==> config.mk <==
export PLATFORM = sky130hd
export DESIGN_NAME = branch_pc_unit_flat
export DESIGN_NICKNAME = d
export VERILOG_FILES = /design/src/rtl/branch_pc_unit_if.sv /design/src/rtl/branch_pc_unit.sv /design/src/flat_wrapper.sv
export SDC_FILE = /design/constraint.sdc
export NUM_CORES = 1
export LEC_CHECK = 0
export CELL_PAD_IN_SITES_DETAIL_PLACEMENT = 1
export CELL_PAD_IN_SITES_GLOBAL_PLACEMENT = 1
export CORE_ASPECT_RATIO = 0.7
export CORE_MARGIN = 3
export CORE_UTILIZATION = 30
export CTS_CLUSTER_DIAMETER = 80
export CTS_CLUSTER_SIZE = 10
export DETAILED_ROUTE_END_ITERATION = 8
export GPL_TIMING_DRIVEN = 0
export MAX_ROUTING_LAYER = met4
export PLACE_DENSITY = 0.81
export SLEW_MARGIN = 25
export SYNTH_ARGS = -nofsm -noshare
export SYNTH_HDL_FRONTEND = slang
export SYNTH_SLANG_ARGS = --single-unit
export TNS_END_PERCENT = 50
==> constraint.sdc <==
create_clock -name clk -period 4.4 [get_ports clk]
set_clock_uncertainty 0.05 [all_clocks]
set_input_delay 0.66 -clock clk [delete_from_list [all_inputs] [get_ports clk]]
set_output_delay 0.66 -clock clk [all_outputs]
set_load 0.05 [all_outputs]
==> src/rtl/branch_pc_unit_if.sv <==
// Bundle between the fetch/decode/execute pipeline and branch_pc_unit.
// master drives the requests; slave is the unit that answers them.
interface branch_pc_unit_if #(
    parameter int XLEN = 64
);
    logic            stall;
    logic            predRedirect;
    logic [XLEN-1:0] predTarget;
    logic            brValid;
    logic            jump;
    logic [2:0]      brType;
    logic            brPredTaken;
    logic [XLEN-1:0] rs1Data;
    logic [XLEN-1:0] rs2Data;
    logic [XLEN-1:0] brPC;
    logic [XLEN-1:0] immediateValue;
    logic [XLEN-1:0] lookupPC;
    logic            predTaken;
    logic [XLEN-1:0] fetchPC;
    logic            flush;
    logic [31:0]     mispredictCount;

    modport master (
        output stall, predRedirect, predTarget,
        output brValid, jump, brType, brPredTaken,
        output rs1Data, rs2Data, brPC, immediateValue,
        output lookupPC,
        input  predTaken, fetchPC, flush, mispredictCount
    );

    modport slave (
        input  stall, predRedirect, predTarget,
        input  brValid, jump, brType, brPredTaken,
        input  rs1Data, rs2Data, brPC, immediateValue,
        input  lookupPC,
        output predTaken, fetchPC, flush, mispredictCount
    );
endinterface

==> src/rtl/branch_pc_unit.sv <==
// Fetch PC sequencing, branch resolution and a bimodal
// 2-bit direction predictor indexed by PC[IDXW+1:2].
module branch_pc_unit #(
    parameter int              XLEN      = 64,
    parameter int              BHT_DEPTH = 16,
    parameter logic [XLEN-1:0] RESET_PC  = '0
) (
    input logic             clk,
    input logic             reset,
    branch_pc_unit_if.slave bus
);
    localparam int IDXW = $clog2(BHT_DEPTH);

    typedef enum logic [2:0] {
        BR_EQ  = 3'b000,
        BR_NE  = 3'b001,
        BR_LT  = 3'b100,
        BR_GE  = 3'b101,
        BR_LTU = 3'b110,
        BR_GEU = 3'b111
    } br_type_e;

    logic [XLEN-1:0] r_fetch_pc;
    logic            r_flush;
    logic [31:0]     r_mis_cnt;
    logic [1:0]      r_bht [BHT_DEPTH];

    logic [XLEN-1:0] w_target;
    logic [XLEN-1:0] w_fall;
    logic [XLEN-1:0] w_seq_pc;
    logic [XLEN-1:0] w_next_pc;
    logic            w_eq;
    logic            w_lt;
    logic            w_ltu;
    logic            w_cond;
    logic            w_actual;
    logic            w_mispredict;
    logic            w_bht_we;
    logic [IDXW-1:0] w_lookup_idx;
    logic [IDXW-1:0] w_upd_idx;
    logic [1:0]      w_bht_cur;
    logic [1:0]      w_bht_nxt;
    logic            w_unused;

    assign w_target = bus.brPC + (bus.immediateValue << 1);
    assign w_fall   = bus.brPC + XLEN'(4);
    assign w_seq_pc = r_fetch_pc + XLEN'(4);

    assign w_eq  = (bus.rs1Data == bus.rs2Data);
    assign w_lt  = ($signed(bus.rs1Data) < $signed(bus.rs2Data));
    assign w_ltu = (bus.rs1Data < bus.rs2Data);

    // Reserved encodings 010/011 fall into the default: never taken.
    always_comb begin
        w_cond = 1'b0;
        case (bus.brType)
            BR_EQ:   w_cond = w_eq;
            BR_NE:   w_cond = ~w_eq;
            BR_LT:   w_cond = w_lt;
            BR_GE:   w_cond = ~w_lt;
            BR_LTU:  w_cond = w_ltu;
            BR_GEU:  w_cond = ~w_ltu;
            default: w_cond = 1'b0;
        endcase
    end

    assign w_actual     = bus.jump | w_cond;
    assign w_mispredict = bus.brValid & (w_actual != bus.brPredTaken);

    // A mispredict outranks stall: the wrong path must be dropped.
    always_comb begin
        w_next_pc = w_seq_pc;
        if (w_mispredict) begin
            w_next_pc = w_actual ? w_target : w_fall;
        end else if (bus.stall) begin
            w_next_pc = r_fetch_pc;
        end else if (bus.predRedirect) begin
            w_next_pc = bus.predTarget;
        end
    end

    assign w_lookup_idx = bus.lookupPC[IDXW+1:2];
    assign w_upd_idx    = bus.brPC[IDXW+1:2];
    assign w_bht_we     = bus.brValid & ~bus.jump;
    assign w_bht_cur    = r_bht[w_upd_idx];

    always_comb begin
        w_bht_nxt = w_bht_cur;
        if (w_actual) begin
            if (w_bht_cur != 2'b11) begin
                w_bht_nxt = w_bht_cur + 2'b01;
            end
        end else begin
            if (w_bht_cur != 2'b00) begin
                w_bht_nxt = w_bht_cur - 2'b01;
            end
        end
    end

    always_ff @(posedge clk) begin
        if (reset) begin
            r_fetch_pc <= RESET_PC;
            r_flush    <= 1'b0;
            r_mis_cnt  <= '0;
        end else begin
            r_fetch_pc <= w_next_pc;
            r_flush    <= w_mispredict;
            r_mis_cnt  <= r_mis_cnt + {31'd0, w_mispredict};
        end
    end

    // Weakly not-taken start so one taken outcome flips the prediction.
    always_ff @(posedge clk) begin
        if (reset) begin
            for (int i = 0; i < BHT_DEPTH; i++) begin
                r_bht[i] <= 2'b01;
            end
        end else if (w_bht_we) begin
            r_bht[w_upd_idx] <= w_bht_nxt;
        end
    end

    assign bus.predTaken       = r_bht[w_lookup_idx][1];
    assign bus.fetchPC         = r_fetch_pc;
    assign bus.flush           = r_flush;
    assign bus.mispredictCount = r_mis_cnt;

    assign w_unused = &{1'b0, bus.lookupPC[XLEN-1:IDXW+2],
                        bus.lookupPC[1:0]};
endmodule

==> src/flat_wrapper.sv <==
// flat-port wrapper written by rule: the top's interface ports become plain ports
module branch_pc_unit_flat 
#(
    parameter int              XLEN      = 64,
    parameter int              BHT_DEPTH = 16,
    parameter logic [XLEN-1:0] RESET_PC  = '0
)
  (clk, reset, bus_stall, bus_predRedirect, bus_predTarget, bus_brValid, bus_jump, bus_brType, bus_brPredTaken, bus_rs1Data, bus_rs2Data, bus_brPC, bus_immediateValue, bus_lookupPC, bus_predTaken, bus_fetchPC, bus_flush, bus_mispredictCount);
  branch_pc_unit_if #(.XLEN(XLEN)) bus_i ();
  input logic clk;
  input logic reset;
  input wire logic [$bits(bus_i.stall)-1:0] bus_stall;
  input wire logic [$bits(bus_i.predRedirect)-1:0] bus_predRedirect;
  input wire logic [$bits(bus_i.predTarget)-1:0] bus_predTarget;
  input wire logic [$bits(bus_i.brValid)-1:0] bus_brValid;
  input wire logic [$bits(bus_i.jump)-1:0] bus_jump;
  input wire logic [$bits(bus_i.brType)-1:0] bus_brType;
  input wire logic [$bits(bus_i.brPredTaken)-1:0] bus_brPredTaken;
  input wire logic [$bits(bus_i.rs1Data)-1:0] bus_rs1Data;
  input wire logic [$bits(bus_i.rs2Data)-1:0] bus_rs2Data;
  input wire logic [$bits(bus_i.brPC)-1:0] bus_brPC;
  input wire logic [$bits(bus_i.immediateValue)-1:0] bus_immediateValue;
  input wire logic [$bits(bus_i.lookupPC)-1:0] bus_lookupPC;
  output wire logic [$bits(bus_i.predTaken)-1:0] bus_predTaken;
  output wire logic [$bits(bus_i.fetchPC)-1:0] bus_fetchPC;
  output wire logic [$bits(bus_i.flush)-1:0] bus_flush;
  output wire logic [$bits(bus_i.mispredictCount)-1:0] bus_mispredictCount;
  assign bus_i.stall = bus_stall;
  assign bus_i.predRedirect = bus_predRedirect;
  assign bus_i.predTarget = bus_predTarget;
  assign bus_i.brValid = bus_brValid;
  assign bus_i.jump = bus_jump;
  assign bus_i.brType = bus_brType;
  assign bus_i.brPredTaken = bus_brPredTaken;
  assign bus_i.rs1Data = bus_rs1Data;
  assign bus_i.rs2Data = bus_rs2Data;
  assign bus_i.brPC = bus_brPC;
  assign bus_i.immediateValue = bus_immediateValue;
  assign bus_i.lookupPC = bus_lookupPC;
  assign bus_predTaken = bus_i.predTaken;
  assign bus_fetchPC = bus_i.fetchPC;
  assign bus_flush = bus_i.flush;
  assign bus_mispredictCount = bus_i.mispredictCount;
  branch_pc_unit #(.XLEN(XLEN), .BHT_DEPTH(BHT_DEPTH), .RESET_PC(RESET_PC)) u_core (.clk(clk), .reset(reset), .bus(bus_i));
endmodule
==> impl_metrics.yaml <==
synth:
  synth-edff-count: 32
  syn_avg_cell_area_um2: 7.416
  synthFlopType: "dfxtp_1"
  yosysUniqueCellTypes: 79
  netlist_area_um2: 14600
  postSynth.asyncResetShare_pct: 0
  syn_inst: 1968
  synth-seq-cells: 129
  yosysWarnings: 0
  yosysSeqAreaShare_pct: 19.89
  synth_fp_nets: 2497
clock_tree:
  cts_sinks: 129
  htree_num_levels: 4
  cts_tree: "yes"
  clk_path_buf_depth: 2
  numCtsBuffers: 17
  cts_root_buf: "clkbuf_16"
  clk_latency_ps: 450
  cts.clk_slew.worst_paths_ps: 70
timing:
  tightest_slew_ps: 1107
  finalSetupViolations: 0
  maxSlewHeadroom_pct: 25.58
  fmaxAchievable_ghz: 0.2317
  fin_ws_ps: 83.42
  finalCriticalPeriod_ps: 4317
  maxSlewViolCount: 0
  hold_violations: 0
  post-route-period-util_pct: 98.10
global_route:
  grt_pass1_vias: 18320
  grt_max_degree: 17
  grt_overflow_total: 0
  antenna_found_initial: 8
  grt.total_usage_pct: 31.64
  grt_pass1_wl_um: 119800
place:
  hpwl_um: 68390
  routabilityCongestion: 0.9910
  io_buffers: 428
  post-place-ws_ps: -1424
setup_path:
  crit_start: "bus_rs1Data[62]"
  crit_path_end_kind: "flip-flop"
  crit_arrival_ps: 4580
  path_max_fanout: 10
  crit_type: "in -> reg"
  crit_path_start_kind: "input port"
  cp_slowest_cell: "clkbuf_1"
  required_ps: 4660
  timing.rr.start: "u_core.bus.fetchPC[2]"
  cp_slowest_stage_delay_ps: 510
  worstPathCellList: "clkdlybuf4s50_1 -> ha_4 -> nand4_1 -> nor4_4 -> nand3_2 -> nand4b_1 -> xor2_1 -> o31a_1 -> o31a_4 -> buf_4 -> buf_6 -> clkbuf_1 -> mux2i_2 -> a21oi_1"
detailed_routing:
  vias_per_cell: 5.999
  drt-total-wl_um: 84680
  wl_per_cell_um: 27.25
  drc_errors: 0
  drtPass1Iterations: 6
  ant_nets: 0
  drtIter0Drc: 2037
  vias: 18640
pwr:
  ir_drop_mv: 0.2769
  pwr_density_cell_nw_per_um2: 255.7
  p_leak_uw: 0.008247
  power.total_uw: 5411
floorplan:
  die_x_um: 269.6
  start_util_pct: 30.90
  placementRows: 66
  core_um2: 47240
  chipHeight_um: 190.5
  pin_count: 492
  dieArea_um2: 51380
cells_and_area:
  fillers: 5775
  areaGrowthSynthToFinish_pct: 44.97
  drive_gt1_share_pct: 8.394
  layout_commonest_cell: "clkdlybuf4s50_1"
  fin_nets: 2970
  layout_common_cells: "clkdlybuf4s50_1 (396), nor2_1 (213), a21oi_1 (181)"
worst_hold_path:
  hold_class: "reg -> reg"
  hp-start: "u_core.bus.fetchPC[0]"
flow_run:
  maxCapViolations: 0
run_status:
  outcome: "complete, no violations"
[report_power, final]
group | leakage (uW) | total [uW] | switching (uW) | internal, uW
clock | 0.000285 | 1450 | 686 | 760
sequential | 0.00108 | 1430 | 135 | 1300
combinational | 0.00689 | 2530 | 1570 | 967
[flip-flops by register name, summed over array words and instances, names as in the netlist]
name,count
u_core.bus.fetchPC,64
u_core.bus.mispredictCount,32
u_core.r_bht,32
u_core.bus.flush,1
[metrics by stage]
stage	hold slack (ps)	cell area (um2)	util (%)	setup TNS (ps)	std cells
2_1_floorplan	680.0	14620	-	0	1968
3_3_place_gp	436.8	19710	41.72	-65380	3042
3_5_place_dp	469.2	19720	41.75	-73730	3042
4_1_cts	489.3	20600	43.61	0	3085
5_1_grt	514.6	21160	44.80	-248.7	3108
6_report	482.0	21160	44.80	0	3108
[cells by family (layout without fill, tap and decap cells)]
group | count (synthesis) | count (layout) | synth area share [%]
DFF | 129 | 129 | 19.89
and+or+nand+nor | 728 | 728 | 24.06
xor gates and xnor gates | 145 | 145 | 8.701
AOI/OAI and AO/OA | 592 | 592 | 26.54
other | 0 | 8 | 0
adders and majority gates | 137 | 137 | 11.77
muxes | 30 | 30 | 3.318
buffers and inverters | 207 | 693 | 5.718
[metal layers]
| metal | vias to the layer above | wire [um] | track usage [%] |
|---|---|---|---|
| met5 | - | 0 | - |
| met1 | 9118 | 37420 | 44.63 |
| met3 | 169 | 8821 | 6.188 |
| li1 | 8248 | - | - |
| met2 | 1109 | 35660 | 45.78 |
| met4 | 0 | 2783 | 8.754 |
[what timing repair did]
item | in CTS | in global routing
setup buffers | 11 | 17
hold buffers | 0 | 0
endpoints found under the setup margin | 75 | 90
resized for setup | 45 | 101
pin swaps | 16 | 32
[path summary, 6_finish.rpt]
check,to,slack [ps],cells past startpoint
max reg2reg,u_core.bus.fetchPC[60],280,11
max,u_core.bus.fetchPC[1],80,14
min reg2reg,u_core.bus.fetchPC[0],480,2
min,u_core.bus.fetchPC[0],480,2
[area by class of cell]
cell class,count,area [um2],area share (%)
tap,646,808.3,3.820
clock inverter,15,162.7,0.7687
buffer,98,452.9,2.141
inverter,107,404.1,1.910
clock buffer,17,425.4,2.011
multi-input combinational,1632,11410,53.92
antenna,8,20.02,0.09461
timing repair buffer,456,4574,21.62
sequential,129,2903,13.72
[cell usage after synthesis (all sizes together) (21+ instances only)]
| cell type | n | area share (%) |
|---|---|---|
| a211oi | 57 | 3.1 |
| a21o | 47 | 2.4 |
| a21oi | 185 | 6.3 |
| and3 | 43 | 1.8 |
| and4 | 21 | 1.3 |
| buf | 27 | 1.1 |
| clkbuf | 73 | 1.9 |
| dfxtp | 97 | 13 |
| edfxtp | 32 | 6.6 |
| ha | 134 | 11 |
| inv | 106 | 2.7 |
| nand2 | 169 | 4.3 |
| nand3 | 97 | 3.3 |
| nand4 | 61 | 2.6 |
| nor2 | 217 | 5.6 |
| nor3 | 37 | 1.3 |
| o211ai | 28 | 1.4 |
| o21ai | 94 | 3.2 |
| o22ai | 30 | 1.4 |
| xnor2 | 72 | 4.3 |
| xor2 | 73 | 4.4 |
[critical path: cells and delay by family]
| kind | cells | cell delay, ps |
|---|---|---|
| compound gates | 3 | 560 |
| xor+xnor | 1 | 200 |
| mux | 1 | 480 |
| fa+ha+maj | 1 | 300 |
| buf+inv | 4 | 1350 |
| simple gates | 4 | 1000 |
(Power assumes the default switching activity.)
